--- config.mk ---
export PLATFORM = sky130hd
export DESIGN_NAME = dcache_flush_sequencer
export DESIGN_NICKNAME = d
export VERILOG_FILES = /design/src/rtl/dcache_flush_sequencer.sv
export SDC_FILE = /design/constraint.sdc
export NUM_CORES = 1
export LEC_CHECK = 0
export ABC_AREA = 0
export BUFFER_PORTS_ARGS = -buffer_cell sky130_fd_sc_hd__buf_2
export CORE_MARGIN = 8
export CORE_UTILIZATION = 40
export CTS_CLUSTER_DIAMETER = 50
export DETAILED_ROUTE_END_ITERATION = 12
export SETUP_SLACK_MARGIN = 0.15
export SLEW_MARGIN = 15
export SYNTH_ARGS = -nofsm -noshare
export SYNTH_HDL_FRONTEND = slang
export SYNTH_SLANG_ARGS = --single-unit
--- constraint.sdc ---
create_clock -name clk_i -period 2.23 [get_ports clk_i]
set_clock_uncertainty 0.05 [all_clocks]
set_input_delay 0.223 -clock clk_i [delete_from_list [all_inputs] [get_ports clk_i]]
set_output_delay 0.223 -clock clk_i [all_outputs]
set_load 0.05 [all_outputs]
--- src/rtl/dcache_flush_sequencer.sv ---
// Flush/invalidate walker for the write-back data cache.
// Walks an inclusive set range way by way, reads each directory entry and
// issues writebacks (dirty lines) and/or invalidates according to the mode.
module dcache_flush_sequencer #(
    parameter int NUM_SETS       = 256,
    parameter int NUM_WAYS       = 8,
    parameter bit INVAL_ON_FLUSH = 1'b0,
    parameter int CNT_W          = 16,
    parameter int SET_W          = $clog2(NUM_SETS),
    parameter int WAY_W          = (NUM_WAYS > 1) ? $clog2(NUM_WAYS) : 1
) (
    input  logic             clk_i,
    input  logic             rst_i,
    input  logic             req_valid_i,
    output logic             req_ready_o,
    input  logic [1:0]       req_mode_i,
    input  logic [SET_W-1:0] req_set_lo_i,
    input  logic [SET_W-1:0] req_set_hi_i,
    input  logic             abort_i,
    output logic             dir_rd_o,
    output logic [SET_W-1:0] dir_set_o,
    output logic [WAY_W-1:0] dir_way_o,
    input  logic             dir_valid_i,
    input  logic             dir_dirty_i,
    output logic             wb_valid_o,
    input  logic             wb_ready_i,
    output logic             inv_valid_o,
    input  logic             inv_ready_i,
    output logic             busy_o,
    output logic             done_o,
    output logic             err_o,
    output logic             aborted_o,
    output logic [CNT_W-1:0] wb_count_o
);

    localparam logic [2:0] S_IDLE   = 3'd0;
    localparam logic [2:0] S_LOOKUP = 3'd1;
    localparam logic [2:0] S_CHECK  = 3'd2;
    localparam logic [2:0] S_WB     = 3'd3;
    localparam logic [2:0] S_INV    = 3'd4;
    localparam logic [2:0] S_DONE   = 3'd5;

    localparam logic [1:0] MODE_FLUSH     = 2'b00;
    localparam logic [1:0] MODE_INV       = 2'b01;
    localparam logic [1:0] MODE_FLUSH_INV = 2'b10;
    localparam logic [1:0] MODE_RSVD      = 2'b11;

    localparam logic [WAY_W-1:0] LAST_WAY = WAY_W'(NUM_WAYS - 1);

    logic [2:0]       state;
    logic [1:0]       mode;
    logic [SET_W-1:0] set_hi;
    logic [SET_W-1:0] set_idx;
    logic [WAY_W-1:0] way_idx;
    logic [CNT_W-1:0] wb_count;
    logic             err_q;
    logic             abort_q;
    logic             abort_pend;

    logic             bad_req;
    logic             do_wb;
    logic             do_inv;
    logic [2:0]       adv_state;
    logic [SET_W-1:0] adv_set;
    logic [WAY_W-1:0] adv_way;

    // Request qualification, per-line action decode and next-line stepping.
    always_comb begin
        bad_req   = (req_mode_i == MODE_RSVD) || (req_set_lo_i > req_set_hi_i);
        do_wb     = ((mode == MODE_FLUSH) || (mode == MODE_FLUSH_INV)) && dir_valid_i && dir_dirty_i;
        do_inv    = ((mode == MODE_INV) || (mode == MODE_FLUSH_INV)) && dir_valid_i;
        adv_state = S_LOOKUP;
        adv_set   = set_idx;
        adv_way   = way_idx;
        if (way_idx != LAST_WAY) begin
            adv_way = way_idx + WAY_W'(1);
        end else if (set_idx == set_hi) begin
            // Terminating on equality with hi means hi = NUM_SETS-1 never wraps.
            adv_state = S_DONE;
        end else begin
            adv_set = set_idx + SET_W'(1);
            adv_way = '0;
        end
    end

    // Walker FSM with latched request, position counters and status.
    always_ff @(posedge clk_i or posedge rst_i) begin
        if (rst_i) begin
            state      <= S_IDLE;
            mode       <= MODE_FLUSH;
            set_hi     <= '0;
            set_idx    <= '0;
            way_idx    <= '0;
            wb_count   <= '0;
            err_q      <= 1'b0;
            abort_q    <= 1'b0;
            abort_pend <= 1'b0;
        end else begin
            case (state)
                S_IDLE: begin
                    if (req_valid_i) begin
                        mode       <= (req_mode_i == MODE_FLUSH && INVAL_ON_FLUSH) ? MODE_FLUSH_INV : req_mode_i;
                        set_hi     <= req_set_hi_i;
                        set_idx    <= req_set_lo_i;
                        way_idx    <= '0;
                        wb_count   <= '0;
                        err_q      <= bad_req;
                        abort_q    <= 1'b0;
                        abort_pend <= 1'b0;
                        state      <= bad_req ? S_DONE : S_LOOKUP;
                    end
                end
                S_LOOKUP: begin
                    if (abort_i) begin
                        abort_q <= 1'b1;
                        state   <= S_DONE;
                    end else begin
                        state <= S_CHECK;
                    end
                end
                S_CHECK: begin
                    if (abort_i) begin
                        abort_q <= 1'b1;
                        state   <= S_DONE;
                    end else if (do_wb) begin
                        state <= S_WB;
                    end else if (do_inv) begin
                        state <= S_INV;
                    end else begin
                        state   <= adv_state;
                        set_idx <= adv_set;
                        way_idx <= adv_way;
                    end
                end
                S_WB: begin
                    // An abort seen while waiting is remembered so the
                    // outstanding request is never withdrawn before acceptance.
                    if (abort_i) begin
                        abort_pend <= 1'b1;
                    end
                    if (wb_ready_i) begin
                        if (wb_count != '1) begin
                            wb_count <= wb_count + CNT_W'(1);
                        end
                        if (abort_i || abort_pend) begin
                            abort_q <= 1'b1;
                            state   <= S_DONE;
                        end else if (mode == MODE_FLUSH_INV) begin
                            state <= S_INV;
                        end else begin
                            state   <= adv_state;
                            set_idx <= adv_set;
                            way_idx <= adv_way;
                        end
                    end
                end
                S_INV: begin
                    if (abort_i) begin
                        abort_pend <= 1'b1;
                    end
                    if (inv_ready_i) begin
                        if (abort_i || abort_pend) begin
                            abort_q <= 1'b1;
                            state   <= S_DONE;
                        end else begin
                            state   <= adv_state;
                            set_idx <= adv_set;
                            way_idx <= adv_way;
                        end
                    end
                end
                S_DONE: begin
                    abort_pend <= 1'b0;
                    state      <= S_IDLE;
                end
                default: begin
                    state <= S_IDLE;
                end
            endcase
        end
    end

    // Outputs decoded from the current state and latched status.
    always_comb begin
        req_ready_o = (state == S_IDLE);
        busy_o      = (state != S_IDLE);
        dir_rd_o    = (state == S_LOOKUP);
        wb_valid_o  = (state == S_WB);
        inv_valid_o = (state == S_INV);
        done_o      = (state == S_DONE);
        err_o       = (state == S_DONE) && err_q;
        aborted_o   = (state == S_DONE) && abort_q;
        dir_set_o   = set_idx;
        dir_way_o   = way_idx;
        wb_count_o  = wb_count;
    end

endmodule
# Word level (Yosys, flattened, before mapping)
# Index checks and enable logic that the tools add are counted.
# totals
regBits	43
in_bits	26
out_inout_bits	35
word_cells	109
# op_classes
add_sub_neg	3
order_cmp	1
n_eq_ne	23
muxes	49
reduce_logical	24
# op_table
operator	n
$mux W8	11
$mux W3	24
$mux W16	3
$pmux W16 S2	1
$pmux W8 S4	1
$add A16 B1 Y16 const B	1
$ne A16 B16 Y1 const B	1
$pmux W3 S5	1
$ne A2 B2 Y1 const B	7
$pmux W3 S4	1
$ne A2 B1 Y1 const B	5
$reduce_and A10 Y1	1
$add A8 B1 Y8 const B	1
$eq A8 B8 Y1	1
$gt A8 B8 Y1	1
$reduce_bool A4 Y1	2
$eq A3 B2 Y1 const B	2
$eq A3 B3 Y1 const B	2
$reduce_and A3 Y1	2
$reduce_bool A3 Y1	2
$logic_and A1 B1 Y1	5
$mux W1	5
$reduce_and A5 Y1	1
$eq A2 B2 Y1 const B	2
other kinds (13)	17

# Logic depth before layout (Yosys ltp)
# Gate-level depths: netlist of run 1.
# logic_depth
word_depth	7
depth_mapped	8
mapped_depth_nobuf	7

# Least setup slack after synthesis of run 1
# No wires, ideal clock.
# synth_timing
kind	register to register
startpoint	reg state[1]
endpoint	reg set_idx[7], in the netlist dir_set_o[7]
setup_ns	0.136
t_arrival_ns	2.631
required_time_ns	2.044
path_slack_ns	-0.587
path_stages_with_launch	8
path_buffers	2
period_less_slack_ns	2.817
path_cell_list	dfrtp_1 > nor3b_1 > or2_2 > buf_2 > buf_2 > nand4_1 > o21ai_0 > a2bb2oi_1
# synth_between
elab_chain_cells	3
elab_cells_between_ends	16
classes_between	eq/ne: 12; mux: 1; reduce/logical: 3
# synth_lines
item	line_no	rtl
from (decl)	50	logic [2:0] state;
from (signal assigned)	110	state <= bad_req ? S_DONE : S_LOOKUP;
from (signal assigned)	130	state <= adv_state;
from (signal assigned)	151	state <= adv_state;
$eq A3 B3 Y1 *	n/a	
named net inv_valid_o	27	output logic inv_valid_o,
$ne A2 B2 Y1 (no line) (tied with other cells)	n/a	
$reduce_and A10 Y1 (no line)	n/a	
to (signal assigned)	104	set_idx <= req_set_lo_i;
to (signal assigned)	131	set_idx <= adv_set;
to (signal assigned)	152	set_idx <= adv_set;
to (decl)	53	logic [SET_W-1:0] set_idx;
# The timed path passes the listed nets; every way through them passes the cells marked *.
# A chain may end at the register's enable or synchronous reset.

# Worst setup path in the final report of run 1
# layout_timing
startpoint	reg state[0]
endpoint	reg set_idx[0], in the netlist dir_set_o[0]
# layout_between
elab_chain_cells	3
elab_cells_between_ends	16
classes_between	eq/ne: 12; mux: 1; reduce/logical: 3
# layout_lines
item	line_no	rtl
$eq A3 B2 Y1 (tied with other cells)	99	case (state)
$ne A2 B2 Y1 (no line) (tied with other cells)	n/a	
$reduce_and A10 Y1 (no line)	n/a	
# Parallel ways exist; a longest one is shown, timed or not.

==> flow_metrics.py, run 1 <==
metrics = {
    "status": {
        "result_of_the_run": "finished, final reports clean",
    },
    "power_and_ir_drop": {
        "power_density_nw_per_um2": 1380,
        "leakage_uw": 0.00175,
        "combPwrFrac_pct": 65.0,
        "switching_power_uw": 2400,
        "worst_ir_drop_vdd_mv": 0.719,
        "sequentialPowerShare_pct": 25.5,
        "internal-power_uw": 2710,
        "power.share.switching_pct": 47.0,
        "p_clk_share_pct": 9.5,
    },
    "sta": {
        "fmaxAchievable_mhz": 474,
        "finalWorstPathRequiredPeriod_ns": 2.11,
        "worst_pin_slew_ns": 0.551,
        "final.setup.worst_slack_ns": 0.122,
        "slew_headroom_pct": 63.3,
        "slew_viol_final": 0,
        "rsz0062_at_grt": "true",
        "setup_tns_ns": 0,
        "final-setup-viol-count": 0,
        "final_hold_viol_count": 0,
        "tcrit_tclk_final_pct": 94.5,
    },
    "detailed_routing": {
        "drtPass1Iterations": 5,
        "ant_nets": 0,
        "avgRoutedWirePerCell_um": 17.3,
        "drt_wl_total_um": 8520,
        "number_of_vias_in_the_routed_layout": 2752,
        "initialDrtViolationCount": 152,
        "vias_per_cell": 5.59,
        "route.detailed.drc": 0,
    },
    "synthesis": {
        "postSynthRegisterBits": 43,
        "synthArstFlopShare_pct": 100,
        "average_cell_area_after_synthesis_sq_um": 8.92,
        "synth.net_count": 351,
        "seq_area_frac_synth_pct": 38.8,
        "synth_ff_type": "sky130_fd_sc_hd__dfrtp_1",
        "synth_cell_type_count": 52,
        "synth_enable_flop_cells": 0,
        "netlist_instances": 311,
        "synthesis.area_sq_um": 2770,
        "ys.warnings.count": 0,
    },
    "clocking": {
        "clock_tree.htree_level_count": 2,
        "ctsRootBufferMaster": "sky130_fd_sc_hd__clkbuf_8",
        "cts_buffers": 5,
        "tritoncts": "done",
        "tritoncts_num_sinks": 43,
        "clock_latency_ns": 0.29,
        "clk_path_buf_depth": 2,
        "clk_pin_slew_ns": 0.08,
    },
    "die": {
        "initial_utilization_pct": 41.1,
        "rows": 30,
        "ioPinCount": 61,
        "floorplan.die.height_um": 99.3,
        "placeableCoreArea_sq_um": 6760,
        "die_area_sq_um": 9860,
        "fp.dieW_um": 99.3,
    },
    "flow_run": {
        "maxCapViolations": 0,
    },
    "hold_path": {
        "holdPathStages": 3,
        "min_path_type": "input port to register",
    },
    "worst_setup_path": {
        "worst_setup_path_end_kind": "register",
        "cp_data_required_time_ns": 2.40,
        "cp_slowest_stage_delay_ns": 0.42,
        "reg2regPathDepth": 7,
        "crit_path_max_fanout": 11,
        "critical-path-slowest-cell": "sky130_fd_sc_hd__dfrtp_1",
        "arrival_ns": 2.28,
        "critical-path-top-delay-family": "simple AND/OR/NAND/NOR gates",
        "worstSetupPathDepth": 7,
        "timing.reg2reg.setup_slack_ns": 0.12,
        "worst_setup_path_start_kind": "register",
        "worstPathBufferInverterCount": 2,
        "cp_cell_sequence": "buf_4 -> nand3b_1 -> a2bb2oi_2 -> o311ai_4 -> buf_6 -> or4_4 -> o211ai_1",
        "timing_worst_setup_path_type": "register to register",
    },
    "grt": {
        "wire_length_of_the_first_global_routing_pass_um": 13600,
        "globalRouteOverflowTotal": 0,
        "grt_max_degree": 33,
        "initial_antenna_violation_count": 0,
        "grt_usage_pct": 17.0,
        "grt_pass1_vias": 2678,
    },
    "layout": {
        "layout.core_utilization_pct": 54.9,
        "final_layout_size_suffix_gt1_share_pct": 37.4,
        "area.growth.synth_to_final_pct": 33.7,
        "layout.nets": 451,
        "instances_no_fill": 492,
        "antenna_cells_inserted": 0,
        "fin_area_sq_um": 3710,
    },
    "place": {
        "dpl_worst_slack_ns": 0.100,
        "io_buffers": 60,
        "place.gp.congestion": 0.909,
        "hpwlAfterDp_um": 6080,
        "post-place-cells": 460,
        "placed_area_sq_um": 3340,
    },
}
synth_stat cells (4+ instances only):
cell                        number  share of area [%]
sky130_fd_sc_hd__dfrtp_1        43                 39
sky130_fd_sc_hd__o21ai_0        27                4.9
sky130_fd_sc_hd__nand2_1        25                3.4
sky130_fd_sc_hd__nor2_1         20                2.7
sky130_fd_sc_hd__inv_1          18                2.4
sky130_fd_sc_hd__ha_1           14                6.3
sky130_fd_sc_hd__a21oi_1        13                2.3
sky130_fd_sc_hd__nand3_1        12                2.2
sky130_fd_sc_hd__mux2_2         10                4.1
sky130_fd_sc_hd__nand4_1        10                2.3
sky130_fd_sc_hd__o21ai_1         9                1.6
sky130_fd_sc_hd__nor3_1          8                1.4
sky130_fd_sc_hd__xnor2_1         8                2.5
sky130_fd_sc_hd__clkbuf_1        7               0.95
sky130_fd_sc_hd__a21o_1          6                1.6
sky130_fd_sc_hd__and2_1          6                1.4
sky130_fd_sc_hd__a211oi_1        5                1.4
sky130_fd_sc_hd__a2bb2oi_1       5                1.6
sky130_fd_sc_hd__a31oi_1         5                1.1
sky130_fd_sc_hd__buf_2           5               0.90
sky130_fd_sc_hd__nand2b_1        5                1.1
sky130_fd_sc_hd__and3_1          4               0.90
layout make-up:
cell class | instances | area (sq um)
Multi-Input combinational cell | 236 | 1680
Sequential cell | 43 | 1080
Timing Repair Buffer | 107 | 696
Clock buffer | 7 | 76.3
Tap cell | 80 | 100
Inverter | 18 | 71.3
Fill cell | 602 | 3050
Clock inverter | 1 | 5.00
flip-flops by register name (all words and copies together) (netlist names):
signal,cells
dir_set_o,8
state,3
dir_way_o,3
wb_count_o,16
abort_q,1
set_hi,8
mode,2
abort_pend,1
err_q,1
metal layers:
metal	part of all wire (%)	global-route usage, %	routed length, um	vias to the layer above
met2	48	28.0	4080	101
met1	44	21.9	3780	1303
li1	-	-	-	1335
met3	6.1	3.70	518	13
met5	0	0	0	-
met4	1.7	4.54	148	0
logic make-up after synthesis:
logic type / after synthesis / share of synthesized area, %
compound gates: 93 / 21.7
xor+xnor: 8 / 2.53
fa+ha+maj: 14 / 6.31
buf+inv: 32 / 4.96
flops: 43 / 38.8
mux: 13 / 5.14
simple gates: 108 / 20.5
repair_timing:
| item | CTS | global route |
|---|---|---|
| cloned | 1 | 1 |
| pin swaps | 8 | 10 |
| resized for setup | 15 | 22 |
| hold buffers | 1 | 0 |
| endpoints found under the hold margin | 11 | 0 |
| endpoints found under the setup margin | 10 | 25 |
| setup buffers | 16 | 5 |
worst register-to-register path, cell delays in order (launching register included):
cell                        delay [ns]
sky130_fd_sc_hd__dfrtp_1          0.42
sky130_fd_sc_hd__buf_4            0.20
sky130_fd_sc_hd__nand3b_1         0.25
sky130_fd_sc_hd__a2bb2oi_2        0.28
sky130_fd_sc_hd__o311ai_4         0.16
sky130_fd_sc_hd__buf_6            0.17
sky130_fd_sc_hd__or4_4            0.41
sky130_fd_sc_hd__o211ai_1         0.10
worst paths after layout:
check / to / from
max: dir_set_o[0]$_DFFE_PP0P_ / state[0]$_DFFE_PP0P_
min: mode[1]$_DFFE_PP0P_ / req_mode_i[1]
max reg2reg: dir_set_o[0]$_DFFE_PP0P_ / state[0]$_DFFE_PP0P_
min reg2reg: wb_count_o[2]$_DFFE_PP0P_ / wb_count_o[2]$_DFFE_PP0P_
max in group asynchronous: wb_count_o[1]$_DFFE_PP0P_ / rst_i
min in group asynchronous: dir_set_o[2]$_DFFE_PP0P_ / rst_i
per-stage QoR:
stage                     power (uW)  hold slack, ns
after detailed placement        4090           0.252
after global placement          4050           0.242
final                           5110           0.115
after CTS                       4910           0.109
after global routing            5420           0.116
after floorplan                 3310           0.290
power by group through the flow:
stage / logic (uW) / clock network, uW / registers [uW]
2_1_floorplan: 1760 / 0 / 1550
3_3_place_gp: 2750 / 0 / 1300
3_5_place_dp: 2780 / 0 / 1310
4_1_cts: 3120 / 495 / 1300
5_1_grt: 3560 / 527 / 1340
6_report: 3320 / 484 / 1300
cell usage in the layout (no fill, tap or decap), types with 6 or more instances in the layout:
cell,count
sky130_fd_sc_hd__nand4_1,10
sky130_fd_sc_hd__nand2_1,25
sky130_fd_sc_hd__o21ai_0,18
sky130_fd_sc_hd__nor3_1,7
sky130_fd_sc_hd__nor2_1,19
sky130_fd_sc_hd__dfrtp_1,38
sky130_fd_sc_hd__a21o_1,6
sky130_fd_sc_hd__a21oi_1,13
sky130_fd_sc_hd__mux2_2,8
sky130_fd_sc_hd__inv_1,14
sky130_fd_sc_hd__ha_1,12
sky130_fd_sc_hd__buf_4,38
sky130_fd_sc_hd__nand3_1,12
sky130_fd_sc_hd__buf_2,60
sky130_fd_sc_hd__o21ai_1,17
sky130_fd_sc_hd__xnor2_1,8
(Power assumes the default switching activity.)
==> inputs of run 2 (changes only) <==
--- a/config.mk
+++ b/config.mk
@@ -8,9 +8,10 @@
 export ABC_AREA = 0
 export BUFFER_PORTS_ARGS = -buffer_cell sky130_fd_sc_hd__buf_2
 export CORE_MARGIN = 8
-export CORE_UTILIZATION = 40
+export CORE_UTILIZATION = 45
 export CTS_CLUSTER_DIAMETER = 50
 export DETAILED_ROUTE_END_ITERATION = 12
+export PLACE_DENSITY = 0.68
 export SETUP_SLACK_MARGIN = 0.15
 export SLEW_MARGIN = 15
 export SYNTH_ARGS = -nofsm -noshare
==> constraint.sdc (replaced) <==
create_clock -name clk_i -period 2.23 [get_ports clk_i]
set_clock_uncertainty 0.05 [all_clocks]
set_input_delay 0.446 -clock clk_i [delete_from_list [all_inputs] [get_ports clk_i]]
set_output_delay 0.446 -clock clk_i [all_outputs]
set_load 0.05 [all_outputs]
==> run 2 against run 1 <==
Net effect:
- clock power up 55%
- non-clock buffer count down 2
- sequential power about the same
- global-route usage up 1.9 points
- die area down 9.4%
- clock-buffer cell count down 2
- worst setup slack worse by 0.017 ns
- first-iteration DRC count up 15%
- critical endpoint is now mode[1]$_DFFE_PP0P_
- largest cell class unchanged
- largest power group unchanged
==> flow_metrics.py, run 2 (same netlist as run 1, synthesis figures left out) <==
metrics = {
    "layout": {
        "fin_area_sq_um": 3730,
        "flip_flop_count_of_the_largest_register_after_layout": 16,
        "instances_no_fill": 485,
        "layout.nets": 449,
        "final_common_cell": "sky130_fd_sc_hd__buf_2",
        "area.growth.synth_to_final_pct": 34.4,
        "final_layout_size_suffix_gt1_share_pct": 38.3,
        "mostFrequentLayoutCells": "sky130_fd_sc_hd__buf_2, sky130_fd_sc_hd__buf_4, sky130_fd_sc_hd__dfrtp_1",
        "antenna_cells_inserted": 0,
        "layout.core_utilization_pct": 62.6,
    },
    "sta": {
        "final-setup-viol-count": 0,
        "worst_pin_slew_ns": 0.760,
        "setup_tns_ns": 0,
        "slew_viol_final": 0,
        "tcrit_tclk_final_pct": 95.3,
        "rsz0062_at_grt": "true",
        "slew_headroom_pct": 49.0,
        "finalWorstPathRequiredPeriod_ns": 2.13,
        "fmaxAchievable_mhz": 470,
        "final_hold_viol_count": 0,
    },
    "detailed_routing": {
        "avgRoutedWirePerCell_um": 17.4,
        "vias_per_cell": 5.85,
        "route.detailed.drc": 0,
        "drtPass1Iterations": 5,
        "number_of_vias_in_the_routed_layout": 2839,
        "ant_nets": 0,
        "drt_wl_total_um": 8440,
        "initialDrtViolationCount": 175,
    },
    "worst_setup_path": {
        "crit_path_max_fanout": 2,
        "timing_worst_setup_path_type": "register to register",
        "critical_path.most_common_cell": "sky130_fd_sc_hd__buf_4",
        "worst_setup_path_end_kind": "register",
        "critical-path-slowest-cell": "sky130_fd_sc_hd__dfrtp_1",
        "cp_data_required_time_ns": 2.41,
        "worst_setup_path_start_kind": "register",
        "arrival_ns": 2.31,
        "cp_cell_sequence": "inv_2 -> buf_4 -> buf_4 -> buf_4 -> buf_4 -> buf_4 -> buf_4 -> buf_4 -> buf_4 -> buf_4 -> buf_4 -> buf_4 -> buf_4 -> o21ai_2",
        "cp_slowest_stage_delay_ns": 0.38,
    },
    "status": {
        "result_of_the_run": "finished, final reports clean",
    },
    "grt": {
        "grt_max_degree": 20,
        "wire_length_of_the_first_global_routing_pass_um": 13500,
        "grt_pass1_vias": 2725,
        "globalRouteOverflowTotal": 0,
        "grt_usage_pct": 18.9,
        "initial_antenna_violation_count": 0,
    },
    "clocking": {
        "clock_tree.htree_level_count": 2,
        "clock_latency_ns": 0.30,
        "clk_path_buf_depth": 2,
        "tritoncts": "done",
        "cts_buffers": 5,
        "clk_pin_slew_ns": 0.09,
        "tritoncts_num_sinks": 43,
        "ctsRootBufferMaster": "sky130_fd_sc_hd__clkbuf_8",
    },
    "power_and_ir_drop": {
        "leakage_uw": 0.00175,
        "worst_ir_drop_vdd_mv": 0.755,
        "power_density_nw_per_um2": 1440,
    },
    "place": {
        "hpwlAfterDp_um": 5880,
        "post-place-cells": 455,
        "placed_area_sq_um": 3320,
        "io_buffers": 60,
        "place.gp.congestion": 0.885,
    },
    "flow_run": {
        "maxCapViolations": 0,
    },
    "hold_path": {
        "min_path_type": "input port to asynchronous set/reset pin",
    },
    "die": {
        "die_area_sq_um": 8930,
        "rows": 28,
        "initial_utilization_pct": 46.6,
        "floorplan.die.height_um": 94.5,
        "placeableCoreArea_sq_um": 5960,
        "fp.dieW_um": 94.5,
        "ioPinCount": 61,
    },
}
## run 2: cell count changes in the layout (fill, tap and decap cells not counted), moves of 2 or more
cell	change
sky130_fd_sc_hd__buf_4	+9
sky130_fd_sc_hd__o21ai_1	-7
sky130_fd_sc_hd__bufinv_16	+2
sky130_fd_sc_hd__buf_6	-3
sky130_fd_sc_hd__clkbuf_4	-2
sky130_fd_sc_hd__buf_2	-4
sky130_fd_sc_hd__clkbuf_1	-2
sky130_fd_sc_hd__o21ai_0	+7
## run 2: area by class of cell
class / instances / area, sq um
clock buffer: 5 / 68.8
clock inverter: 3 / 67.6
fill: 512 / 2230
inverter: 18 / 71.3
multi-input combinational: 236 / 1680
sequential: 43 / 1080
tap: 75 / 93.8
timing repair buffer: 105 / 664
## run 2: critical path: cells and delay by family, from the launching register on
| kind | cells | cell delay (ns) |
|---|---|---|
| DFF | 1 | 0.38 |
| buffers and inverters | 13 | 1.53 |
| AOI/OAI and AO/OA | 1 | 0.10 |
## run 2: report_power, final
| group | total (uW) | internal, uW | switching, uW | leakage, uW |
|---|---|---|---|---|
| combinational | 3290 | 1460 | 1830 | 0.00114 |
| sequential | 1330 | 1030 | 298 | 0.000538 |
| clock | 752 | 447 | 305 | 0.0000644 |
## run 2: per-stage QoR
step	hold WS [ns]	power [uW]	worst slack, ns
after floorplan	0.404	3310	0.151
after CTS	0.141	5120	0.123
after global routing	0.172	5670	0.0251
final	0.125	5370	0.104
after detailed placement	0.442	4030	0.0738
after global placement	0.434	3970	0.137
## run 2: routing by layer
metal | wire length [um] | up-vias | GRT usage, %
met2 | 4040 | 85 | 30.6
met3 | 455 | 14 | 3.49
met4 | 123 | 0 | 5.72
met1 | 3820 | 1403 | 25.0
li1 | - | 1337 | -
met5 | 0 | - | 0
## run 2: path summary, 6_finish.rpt
kind	start	end	slack [ns]	cells after the start
max reg2reg	mode[1]$_DFFE_PP0P_	mode[1]$_DFFE_PP0P_	0.10	14
min	rst_i	wb_count_o[10]$_DFFE_PP0P_	0.12	2
min in group clk_i	req_mode_i[1]	mode[1]$_DFFE_PP0P_	0.33	3
min reg2reg	wb_count_o[2]$_DFFE_PP0P_	wb_count_o[2]$_DFFE_PP0P_	0.45	1
max	mode[1]$_DFFE_PP0P_	mode[1]$_DFFE_PP0P_	0.10	14
max in group asynchronous	rst_i	state[1]$_DFFE_PP0P_	1.46	3
## run 2: repair_timing
item,4_1_cts,5_1_grt
setup buffers,17,4
hold buffers,0,0
pin swaps,6,5
gates cloned,1,0
endpoints found under the setup margin,13,36
gates resized for setup,18,14
endpoints found under the hold margin,0,0
